--- src/rtl/pdu_pkg.sv ---
// Shared types and defaults for the PDU run/step/breakpoint controller.
package pdu_pkg;

  localparam int NSTEP_W_DEF = 8;
  localparam int CNT_W_DEF   = 32;

  typedef enum logic [1:0] {
    S_IDLE = 2'b00,
    S_STEP = 2'b01,
    S_RUN  = 2'b10,
    S_BRK  = 2'b11
  } pdu_state_e;

endpackage

--- src/rtl/pdu_sync_edge.sv ---
// Two-flop synchronizer for a raw switch/button, with a one-cycle rising-edge pulse.
module pdu_sync_edge (
  input  logic clk_i,
  input  logic rst_i,
  input  logic d_i,
  output logic level_o,
  output logic rise_o
);

  logic [1:0] sync_q;
  logic       prev_q;

  always_ff @(posedge clk_i) begin
    if (rst_i) begin
      sync_q <= 2'b00;
      prev_q <= 1'b0;
    end else begin
      sync_q <= {sync_q[0], d_i};
      prev_q <= sync_q[1];
    end
  end

  assign level_o = sync_q[1];
  assign rise_o  = sync_q[1] & ~prev_q;

endmodule

--- src/rtl/pdu_run_ctrl.sv ---
// Run/step/breakpoint controller producing a registered CPU clock enable and a cycle counter.
// Define PDU_BRK_EN to build the PC breakpoint comparator and the BRK state.
//
//   state  | meaning
//   IDLE   | CPU halted, waiting for run level or step press
//   STEP   | issuing a burst of `remaining` enables
//   RUN    | free running, one enable per cycle
//   BRK    | halted on PC breakpoint until run drops or step pressed
module pdu_run_ctrl
  import pdu_pkg::*;
#(
  parameter int NSTEP_W = NSTEP_W_DEF,
  parameter int CNT_W   = CNT_W_DEF
) (
  input  logic               clk_i,
  input  logic               rst_i,
  input  logic               run_i,
  input  logic               step_i,
  input  logic [NSTEP_W-1:0] nstep_i,
  input  logic               brk_en_i,
  input  logic [31:0]        brk_addr_i,
  input  logic [31:0]        pc_i,
  input  logic               clr_cnt_i,
  output logic               cpu_ce_o,
  output logic [1:0]         state_o,
  output logic               halted_o,
  output logic [CNT_W-1:0]   cyc_cnt_o
);

  localparam logic [NSTEP_W-1:0] STEP_ONE = NSTEP_W'(1);
  localparam logic [CNT_W-1:0]   CNT_ONE  = CNT_W'(1);

  logic run_r;
  logic step_p;
  logic run_rise_unused;

  pdu_sync_edge u_sync_run (
    .clk_i   (clk_i),
    .rst_i   (rst_i),
    .d_i     (run_i),
    .level_o (run_r),
    .rise_o  (run_rise_unused)
  );

  logic step_level_unused;

  pdu_sync_edge u_sync_step (
    .clk_i   (clk_i),
    .rst_i   (rst_i),
    .d_i     (step_i),
    .level_o (step_level_unused),
    .rise_o  (step_p)
  );

  pdu_state_e         state_q, state_d;
  logic [NSTEP_W-1:0] remaining_q, remaining_d;
  logic               skip_q, skip_d;
  logic               ce_q, ce_d;
  logic               halted_q, halted_d;
  logic [CNT_W-1:0]   cnt_q, cnt_d;
  logic [NSTEP_W-1:0] nstep_eff;
  logic               hit;
  logic               ce_out;

  assign nstep_eff = (nstep_i == '0) ? STEP_ONE : nstep_i;

`ifdef PDU_BRK_EN
  assign hit = (state_q == S_RUN) & brk_en_i & (pc_i == brk_addr_i) & ~skip_q;
`else
  logic unused_brk;
  assign hit        = 1'b0;
  assign unused_brk = ^{brk_en_i, brk_addr_i, pc_i, skip_q};
`endif

  // A hit suppresses the already-registered enable so the CPU never fetches past brk_addr.
  assign ce_out = ce_q & ~hit;

  always_comb begin
    state_d     = state_q;
    remaining_d = remaining_q;
    skip_d      = skip_q;
    ce_d        = 1'b0;
    case (state_q)
      S_IDLE: begin
        if (run_r) begin
          state_d = S_RUN;
          skip_d  = 1'b1;
          ce_d    = 1'b1;
        end else if (step_p) begin
          state_d     = S_STEP;
          remaining_d = nstep_eff;
        end
      end
      S_STEP: begin
        ce_d        = 1'b1;
        remaining_d = remaining_q - STEP_ONE;
        if (run_r) begin
          state_d     = S_RUN;
          skip_d      = 1'b1;
          remaining_d = '0;
        end else if (remaining_q <= STEP_ONE) begin
          state_d     = S_IDLE;
          remaining_d = '0;
        end
      end
      S_RUN: begin
        if (ce_out) skip_d = 1'b0;
        if (!run_r) begin
          state_d = S_IDLE;
        end else if (hit) begin
          state_d = S_BRK;
        end else begin
          ce_d = 1'b1;
        end
      end
      S_BRK: begin
        if (step_p) begin
          state_d     = S_STEP;
          remaining_d = nstep_eff;
        end else if (!run_r) begin
          state_d = S_IDLE;
        end
      end
      default: state_d = S_IDLE;
    endcase
  end

  assign halted_d = (state_d == S_IDLE) || (state_d == S_BRK);

  always_comb begin
    cnt_d = cnt_q;
    if (clr_cnt_i)   cnt_d = '0;
    else if (ce_out) cnt_d = cnt_q + CNT_ONE;
  end

  always_ff @(posedge clk_i) begin
    if (rst_i) begin
      state_q     <= S_IDLE;
      remaining_q <= '0;
      skip_q      <= 1'b0;
      ce_q        <= 1'b0;
      halted_q    <= 1'b1;
      cnt_q       <= '0;
    end else begin
      state_q     <= state_d;
      remaining_q <= remaining_d;
      skip_q      <= skip_d;
      ce_q        <= ce_d;
      halted_q    <= halted_d;
      cnt_q       <= cnt_d;
    end
  end

  assign cpu_ce_o  = ce_out;
  assign state_o   = state_q;
  assign halted_o  = halted_q;
  assign cyc_cnt_o = cnt_q;

endmodule
--- config.mk ---
export PLATFORM = sky130hd
export DESIGN_NAME = pdu_run_ctrl
export DESIGN_NICKNAME = d
export VERILOG_FILES = /design/src/rtl/pdu_pkg.sv /design/src/rtl/pdu_sync_edge.sv /design/src/rtl/pdu_run_ctrl.sv
export SDC_FILE = /design/constraint.sdc
export NUM_CORES = 1
export LEC_CHECK = 0
export ABC_AREA = 1
export CELL_PAD_IN_SITES_DETAIL_PLACEMENT = 0
export CELL_PAD_IN_SITES_GLOBAL_PLACEMENT = 1
export CORE_UTILIZATION = 31
export CTS_CLUSTER_DIAMETER = 30
export CTS_CLUSTER_SIZE = 20
export DETAILED_ROUTE_END_ITERATION = 8
export PLACE_DENSITY = 0.86
export SETUP_SLACK_MARGIN = 0.1
export SKIP_LAST_GASP = 1
export SYNTH_ARGS = -nofsm -noshare
export SYNTH_HDL_FRONTEND = slang
export SYNTH_HIERARCHICAL = 1
export SYNTH_SLANG_ARGS = --single-unit
--- constraint.sdc ---
create_clock -name clk_i -period 2.8 [get_ports clk_i]
set_input_delay 0.42 -clock clk_i [delete_from_list [all_inputs] [get_ports clk_i]]
set_output_delay 0.42 -clock clk_i [all_outputs]
set_load 0.1 [all_outputs]
==> results.toml <==
[run_status]
status = "complete, no violations"

[die]
fp.dieH_microns = 93.78
die_w_microns = 93.78
design.portCount = 114
core_sq_mm = 0.008175
initial_utilization_pct = 31.94
rows = 33
dieArea_sq_mm = 0.008795

[route]
ant_nets = 0
routedWlPerCell_microns = 11.29
drt_wl_total_mm = 6.208
drt_pass1_iterations = 4
drc = 0
vias_per_cell = 4.604
drtIter0Drc = 78
vias = 2532

[sta]
slew_headroom_pct = 65.60
layout_setup_ws_ns = 1.178
rsz0062_at_grt = "false"
min_period_over_period_pct = 57.92
hold_violations = 0
fin_setup_tns_ns = 0
skew_ns = 0.008592
final-setup-viol-count = 0
slew_violations = 0
worst_slew_pin_slew_ns = 0.5154
clock.fmax_ghz = 0.6166
fin_crit_ns = 1.622

[final_layout]
syn_to_final_growth_pct = 23.72
post-route-util_pct = 39.52
drive_gt1_share_pct = 15.73
antenna_cells = 0
fillCellCount = 884
num-nets-final = 525
layout_common_cells = "87 x nand2_1, 62 x nor2_1, 57 x inv_1, 49 x dfxtp_1, 38 x buf_4"
layout_commonest_cell = "nand2_1"

[placement]
port_buffers = 48
place_ws_ns = 0.9257
finalWeightedCongestion = 0.7953
dp_hpwl_mm = 4.774

[cts]
worstSkewPairLatency_ns = 0.30
cts_made_buffers = 5
clock-sinks = 49
cts_root_buf = "clkbuf_8"
cts_hold_buffers = 0
cts-resized-gates = 0
clock_tree.buffer_depth = 2
htreeDepth = 2
cts_setup_buffers = 0
cts_tree = "yes"
cts.reportedPaths.clkPinSlew_ns = 0.09

[power]
power_uw = 1353
power_density_mw_per_mm2 = 418.7
irDropWorstVdd_v = 0.0001819
leakage_uw = 0.001272

[setup_path]
critPathKind = "flop to flop"
cp.arrival_ns = 1.81
crit_path_start_kind = "flop"
rr_startpoint = "cyc_cnt_o[0]"
required_ns = 2.99
endpoint = "cyc_cnt_o[26]"
ff2ff_setup_slack_ns = 1.18
cp_max_fo = 4
ff2ff_path_depth = 8
regToRegEndpoint = "cyc_cnt_o[26]"
endpoint_kind = "flop"
startpoint = "cyc_cnt_o[0]"

[hold_path]
hold_path_class = "flop to flop"

[grt]
grt_pass1_vias = 2314
overflow = 0
grt_antenna_before_repair = 0
grt_use_total_pct = 14.84
grt_pass1_wl_mm = 10.32
grt_max_degree = 19

[yosys]
syn_area_sq_mm = 0.002611
syn_avg_cell_area_sq_um = 6.696
yosys_warnings = 6
syn_inst = 390
syn_nets = 471

[flow_run]
drv_cap = 0
state kept, by name, indices dropped and copies added, names as in the netlist:
register,count
cpu_ce_o,1
cyc_cnt_o,32
u_sync_step/sync_q,2
u_sync_run/sync_q,2
halted_o,1
remaining_q,8
state_o,2
u_sync_step/prev_q,1
worst max-delay path, cell delays in order (launching register included):
cell and delay, ns:
dfxtp_1 0.40, ha_1 0.20, nand2_2 0.09, nor2_4 0.14
nand3_1 0.16, nor2_2 0.25, nand2_1 0.11, o21ai_1 0.13
a21oi_1 0.05
report_power, final:
part,internal (uW),switching (uW),leakage (uW)
registers,712,13.4,0.000397
logic,63.6,100,0.000821
clock network,224,240,0.0000542
per-layer routing:
metal | global-route usage, % | wire, microns | vias up
met5 | 0 | 0 | -
met3 | 2.589 | 241 | 9
met1 | 16.92 | 2873 | 1126
met2 | 27.37 | 3003 | 54
met4 | 5.385 | 89 | 0
li1 | - | - | 1343
how the worst min path moves through the flow:
stage	endpoint	cells after the start	start
6_report	u_sync_run/sync_q[1]	2	u_sync_run/sync_q[0]
5_1_grt	u_sync_step/sync_q[1]	2	u_sync_step/sync_q[0]
4_1_cts	u_sync_run/sync_q[1]	2	u_sync_run/sync_q[0]
3_5_place_dp	u_sync_step/sync_q[1]	2	u_sync_step/sync_q[0]
3_3_place_gp	u_sync_step/sync_q[1]	2	u_sync_step/sync_q[0]
2_1_floorplan	u_sync_run/sync_q[1]	2	u_sync_run/sync_q[0]
area by class of cell:
type | instances | area (sq um) | share of cell area (%)
Clock buffer | 7 | 96.34 | 2.982
Clock inverter | 1 | 5.005 | 0.1549
Inverter | 60 | 225.2 | 6.971
Multi-Input combinational cell | 278 | 1386 | 42.91
Sequential cell | 49 | 980.9 | 30.36
Tap cell | 105 | 131.4 | 4.067
Timing Repair Buffer | 50 | 405.4 | 12.55
per-stage QoR:
step	hold WS, ns	cells	instance area (sq um)
after floorplan	0.3883	390	2611
after global placement	0.3925	542	3129
after detailed placement	0.3988	542	3129
after CTS	0.4132	550	3231
after global routing	0.4227	550	3231
final	0.4083	550	3231
No activity file was read; power rests on OpenSTA's default activity.
==> RTL change 1 (same settings) <==
The option `PDU_BRK_EN` is turned on by a define.
--- a/src/rtl/pdu_run_ctrl.sv
+++ b/src/rtl/pdu_run_ctrl.sv
@@ -8,2 +8,4 @@
 //   BRK    | halted on PC breakpoint until run drops or step pressed
+`define PDU_BRK_EN
+
 module pdu_run_ctrl
Check against the original RTL: not equivalent (Yosys sat finds a counterexample within 10 cycles, from zero or initial values and one cycle with rst_i high).
==> RTL change 1 against the unedited design <==
Cell area increased by 52%. Sequential cell count increased by 1. Synthesized area increased by 36%. Synthesized cell count increased by 50%. Setup slack got worse by 0.65 ns. Wire length increased by 63%. Critical path depth increased by 3. Clock power increased by 50%. Sequential power increased by 2%. Count of clock-buffer cells in the layout decreased by 1. Worst hold slack about the same. Power increased by 31%.
==> RTL change 1: results (changes against the unedited design) <==
| Metric | Value |
|---|---|
| Status | `completed` |
| Worst hold start | `u_sync_run/sync_q[0]` |
| Hold-fix buffers, CTS | `0 (unchanged)` |
| Max-slew headroom | `49.1% (-16 points)` |
| Pin count of the biggest net entering global routing | `33 (+14)` |
| Metal2 WL | `5010 um (+67%)` |
| Drt first pass iters | `4 (unchanged)` |
| Post-CTS Setup Repair Bufs | `0 (unchanged)` |
| Hold-critical path endpoint | `u_sync_run/sync_q[1]` |
| H-tree levels | `2 (unchanged)` |
| Worst flop-to-flop path startpoint | `cyc_cnt_o[0]` |
| Final WL | `10100 um (+63%)` |
| Slowest CP cell | `clkdlybuf4s50_1` |
| Final net count | `775 (+48%)` |
| Layout cells sized above 1 | `11.4% (-4.4 points)` |
| Num CTS Buffers | `5 (unchanged)` |
| Initial drt markers | `189 (+140%)` |
| R2r setup slk | `0.73 ns (-0.45 ns)` |
| Delay-heaviest family, CP | `buffers and inverters` |
| Antenna violations before repair | `0 (unchanged)` |
| Clock transition at the registers of the reported paths | `0.07 ns (-0.02 ns)` |
| Syn_nets | `665 (+41%)` |
| ANT cells | `0 (unchanged)` |
| Input/output buffers | `113 (+140%)` |
| Clock buffer depth | `2 (unchanged)` |
| Clk_skew | `0.00535 ns (-0.00324 ns)` |
| Leakage | `2.01 nW (+58%)` |
| Post-DP HPWL | `8120 um (+70%)` |
| Critical Path Max Stage Delay | `0.48 ns (+0.08 ns)` |
| First-pass GRT wire length | `16600 um (+61%)` |
| Vias in the first global route | `3580 (+55%)` |
| Root buf cell | `clkbuf_16` |
| Wire length on met1 | `4620 um (+61%)` |
| HP Class | `register to register` |
| Routed met3 length | `406 um (+68%)` |
| Resized cells post-CTS | `0 (unchanged)` |
| Top sig layer | `met4` |
| Overall Global Routing Usage | `17.6% (+2.7 points)` |
| Worst skew pair latency | `0.29 ns` |
| R2R Path End | `cyc_cnt_o[16]` |
| Placed inst area | `4740 um^2 (+52%)` |
| Worst Hold Path Cells | `2 (unchanged)` |
| FF-to-FF path depth | `8 (unchanged)` |
| Net Sw Frac | `25.5% (-0.64 points)` |
| Synth warn | `6 (unchanged)` |
| WP data arrival | `1.85 ns (+0.04 ns)` |
| Max reg flops | `32 (unchanged)` |
| Max rail drop VDD | `0.298 mV (+64%)` |
| Crit Path Max Fanout | `3 (-1)` |
| Placer Congestion | `0.876 (+10%)` |
| Via count | `3830 (+51%)` |
-- RTL change 1: final cells by class --
| cell class | instances | area [um^2] |
|---|---|---|
| inverter | 82 | 308 |
| clock buffer | 6 | 129 |
| timing repair buffer | 116 | 1080 |
| multi-input combinational | 439 | 2180 |
| tap | 140 | 175 |
| fill | 1150 | 6070 |
| clock inverter | 2 | 37.5 |
| sequential | 50 | 1000 |
-- RTL change 1: worst max path at each step --
stage / from / endpoint / slack [ns] / depth (start not counted)
finish: brk_addr_i[8] / cpu_ce_o / 0.53 / 11
global route: brk_addr_i[8] / cpu_ce_o / 0.38 / 11
CTS: brk_addr_i[10] / cpu_ce_o / 0.49 / 7
detailed placement: brk_addr_i[10] / cyc_cnt_o[25] / 0.44 / 9
global placement: brk_addr_i[10] / cyc_cnt_o[29] / 0.49 / 9
floorplan: state_o[0] / cpu_ce_o / 0.38 / 8
-- RTL change 1: power groups by stage --
stage	Sequential, mW	Clock (mW)	Combinational [mW]
floorplan	0.770	0	0.159
global placement	0.758	0	0.321
detailed placement	0.759	0	0.325
CTS	0.742	0.709	0.327
global route	0.744	0.739	0.362
finish	0.742	0.698	0.325
-- RTL change 1: metrics by stage --
stage	hold WS (ns)	setup slack, ns	utilization, %	instances
after global placement	0.392	0.493	43.2	827
final	0.408	0.527	44.7	835
after floorplan	0.388	0.380	-	584
after global routing	0.418	0.380	44.7	835
after detailed placement	0.400	0.441	43.2	827
after CTS	0.410	0.492	44.7	835
-- RTL change 1: per-layer routing --
metal,track usage (%),up-vias
li1,-,2051
met1,22.4,1705
met2,30.8,66
met3,2.87,8
met4,3.76,0
met5,0,-
==> RTL change 2 (same settings) <==
Without the edit above. Reset style: asynchronous (`rst_i`), changed in 2 clocked blocks.
--- a/src/rtl/pdu_sync_edge.sv
+++ b/src/rtl/pdu_sync_edge.sv
@@ -12,3 +12,3 @@
 
-  always_ff @(posedge clk_i) begin
+  always_ff @(posedge clk_i or posedge rst_i) begin
     if (rst_i) begin
--- a/src/rtl/pdu_run_ctrl.sv
+++ b/src/rtl/pdu_run_ctrl.sv
@@ -135,3 +135,3 @@
 
-  always_ff @(posedge clk_i) begin
+  always_ff @(posedge clk_i or posedge rst_i) begin
     if (rst_i) begin
Formal check against the unedited RTL: differs if rst_i is asserted again (counterexample within 4 cycles, from zero or initial values and one cycle with rst_i high); with rst_i held inactive, the same outputs for 10 cycles.
==> RTL change 2 against the unedited design <==
Cell area up 11%. Power increased by 11%. Clock power is 8.2% lower. Sequential share of layout area rose by 3.8 points. Synthesized cell count increased by 2.3%. Via count rose by 4.5%. Worst hold slack got worse by 0.099 ns. Sequential cell count unchanged. Synthesized area grew 13%. Setup slack worse by 0.055 ns. Cell count grew 6.2%. Wire length increased by 11%. Critical path type is now input pin to register. Largest power group unchanged.
==> RTL change 2: results (changes against the unedited design) <==
| Metric | Value |
|---|---|
| Crit Path Max Fanout | `9 (+5)` |
| ANT cells | `0 (unchanged)` |
| HP Class | `input pin to async pin` |
| Clock transition at the registers of the reported paths | `0.10 ns` |
| First-pass GRT wire length | `11700 um (+13%)` |
| Clk_skew | `0.00945 ns (+0.000861 ns)` |
| Initial drt markers | `110 (+41%)` |
| WP data arrival | `1.89 ns (+0.08 ns)` |
| Final WL | `6870 um (+11%)` |
| Placed inst area | `3500 um^2 (+12%)` |
| Num CTS Buffers | `5 (unchanged)` |
| Overall Global Routing Usage | `14.8% (-0.053 points)` |
| Vias in the first global route | `2581 (+12%)` |
| Layout cells sized above 1 | `18.5% (+2.7 points)` |
| Met1 usage | `18.1% (+1.2 points)` |
| Fill cells | `957 (+8.3%)` |
| Worst skew pair latency | `0.31 ns` |
| Post-CTS Setup Repair Bufs | `0 (unchanged)` |
| Max rail drop VDD | `0.250 mV (+38%)` |
| Resized cells post-CTS | `0 (unchanged)` |
| Syn_nets | `480 (+1.9%)` |
| Antenna violations before repair | `0 (unchanged)` |
| Switching power | `485 uW (+37%)` |
| Post-DP HPWL | `5310 um (+11%)` |
| Leakage | `1.67 nW (+32%)` |
| Max reg flops | `32 (unchanged)` |
| Status | `completed` |
| Met2 usage | `26.1% (-1.3 points)` |
| H-tree levels | `2 (unchanged)` |
| Placer Congestion | `0.822 (+3.4%)` |
| Pin count of the biggest net entering global routing | `22 (+3)` |
| Final net count | `535 (+1.9%)` |
| Average vias per placed instance | `4.53 (-1.6%)` |
| Max-slew headroom | `63.1% (-2.5 points)` |
| GR Util met3 | `3.65% (+1.1 points)` |
[RTL change 2: cell type report]
class | count | share of cell area [%]
Multi-Input combinational cell | 281 | 40.3
Sequential cell | 49 | 34.2
Timing Repair Buffer | 52 | 11.7
Inverter | 65 | 6.87
Tap cell | 129 | 4.50
Clock buffer | 5 | 1.92
Clock inverter | 3 | 0.488
[RTL change 2: critical path, stage by stage]
cell and delay (ns):
clkdlybuf4s50_1 0.62, nor2_4 0.11, inv_4 0.14, nand2_2 0.08, nor2_2 0.15, nand2_1 0.09
nand2_1 0.09, o21ai_1 0.07, nand2_1 0.07, inv_1 0.04
[RTL change 2: metal layers]
layer	vias to the layer above	routed length [um]	part of all wire, %
met5	-	0	0
met4	0	48	0.70
met3	4	412	6.0
met2	61	3300	48
met1	1198	3110	45
li1	1382	-	-
[RTL change 2: final timing paths]
kind,startpoint,endpoint,slack (ns),depth (start not counted)
worst max-delay path,clr_cnt_i,cyc_cnt_o[16],1.12,10
worst min-delay path,rst_i,u_sync_run/sync_q[0],0.31,2
worst max register to register,cyc_cnt_o[1],cyc_cnt_o[16],1.18,10
worst min register to register,u_sync_step/sync_q[0],u_sync_step/sync_q[1],0.36,0
max in group asynchronous,rst_i,cyc_cnt_o[20],1.76,3
min in group clk_i,u_sync_step/sync_q[0],u_sync_step/sync_q[1],0.36,0
[RTL change 2: stage by stage]
step	hold WS, ns	util [%]	worst slack [ns]	power, mW	instances
after detailed placement	0.336	37.9	0.798	1.09	576
after global routing	0.317	38.8	0.998	1.59	584
after global placement	0.335	37.9	0.826	1.08	576
final	0.309	38.8	1.12	1.50	584
after floorplan	0.161	-	0.634	1.01	399
after CTS	0.306	38.8	1.13	1.52	584
[RTL change 2: power by group through the flow]
stage | Clock (mW) | Sequential, mW | Combinational, mW
final | 0.426 | 0.799 | 0.277
after global routing | 0.475 | 0.807 | 0.311
after CTS | 0.439 | 0.800 | 0.280
after detailed placement | 0 | 0.813 | 0.279
after global placement | 0 | 0.812 | 0.273
after floorplan | 0 | 0.868 | 0.146
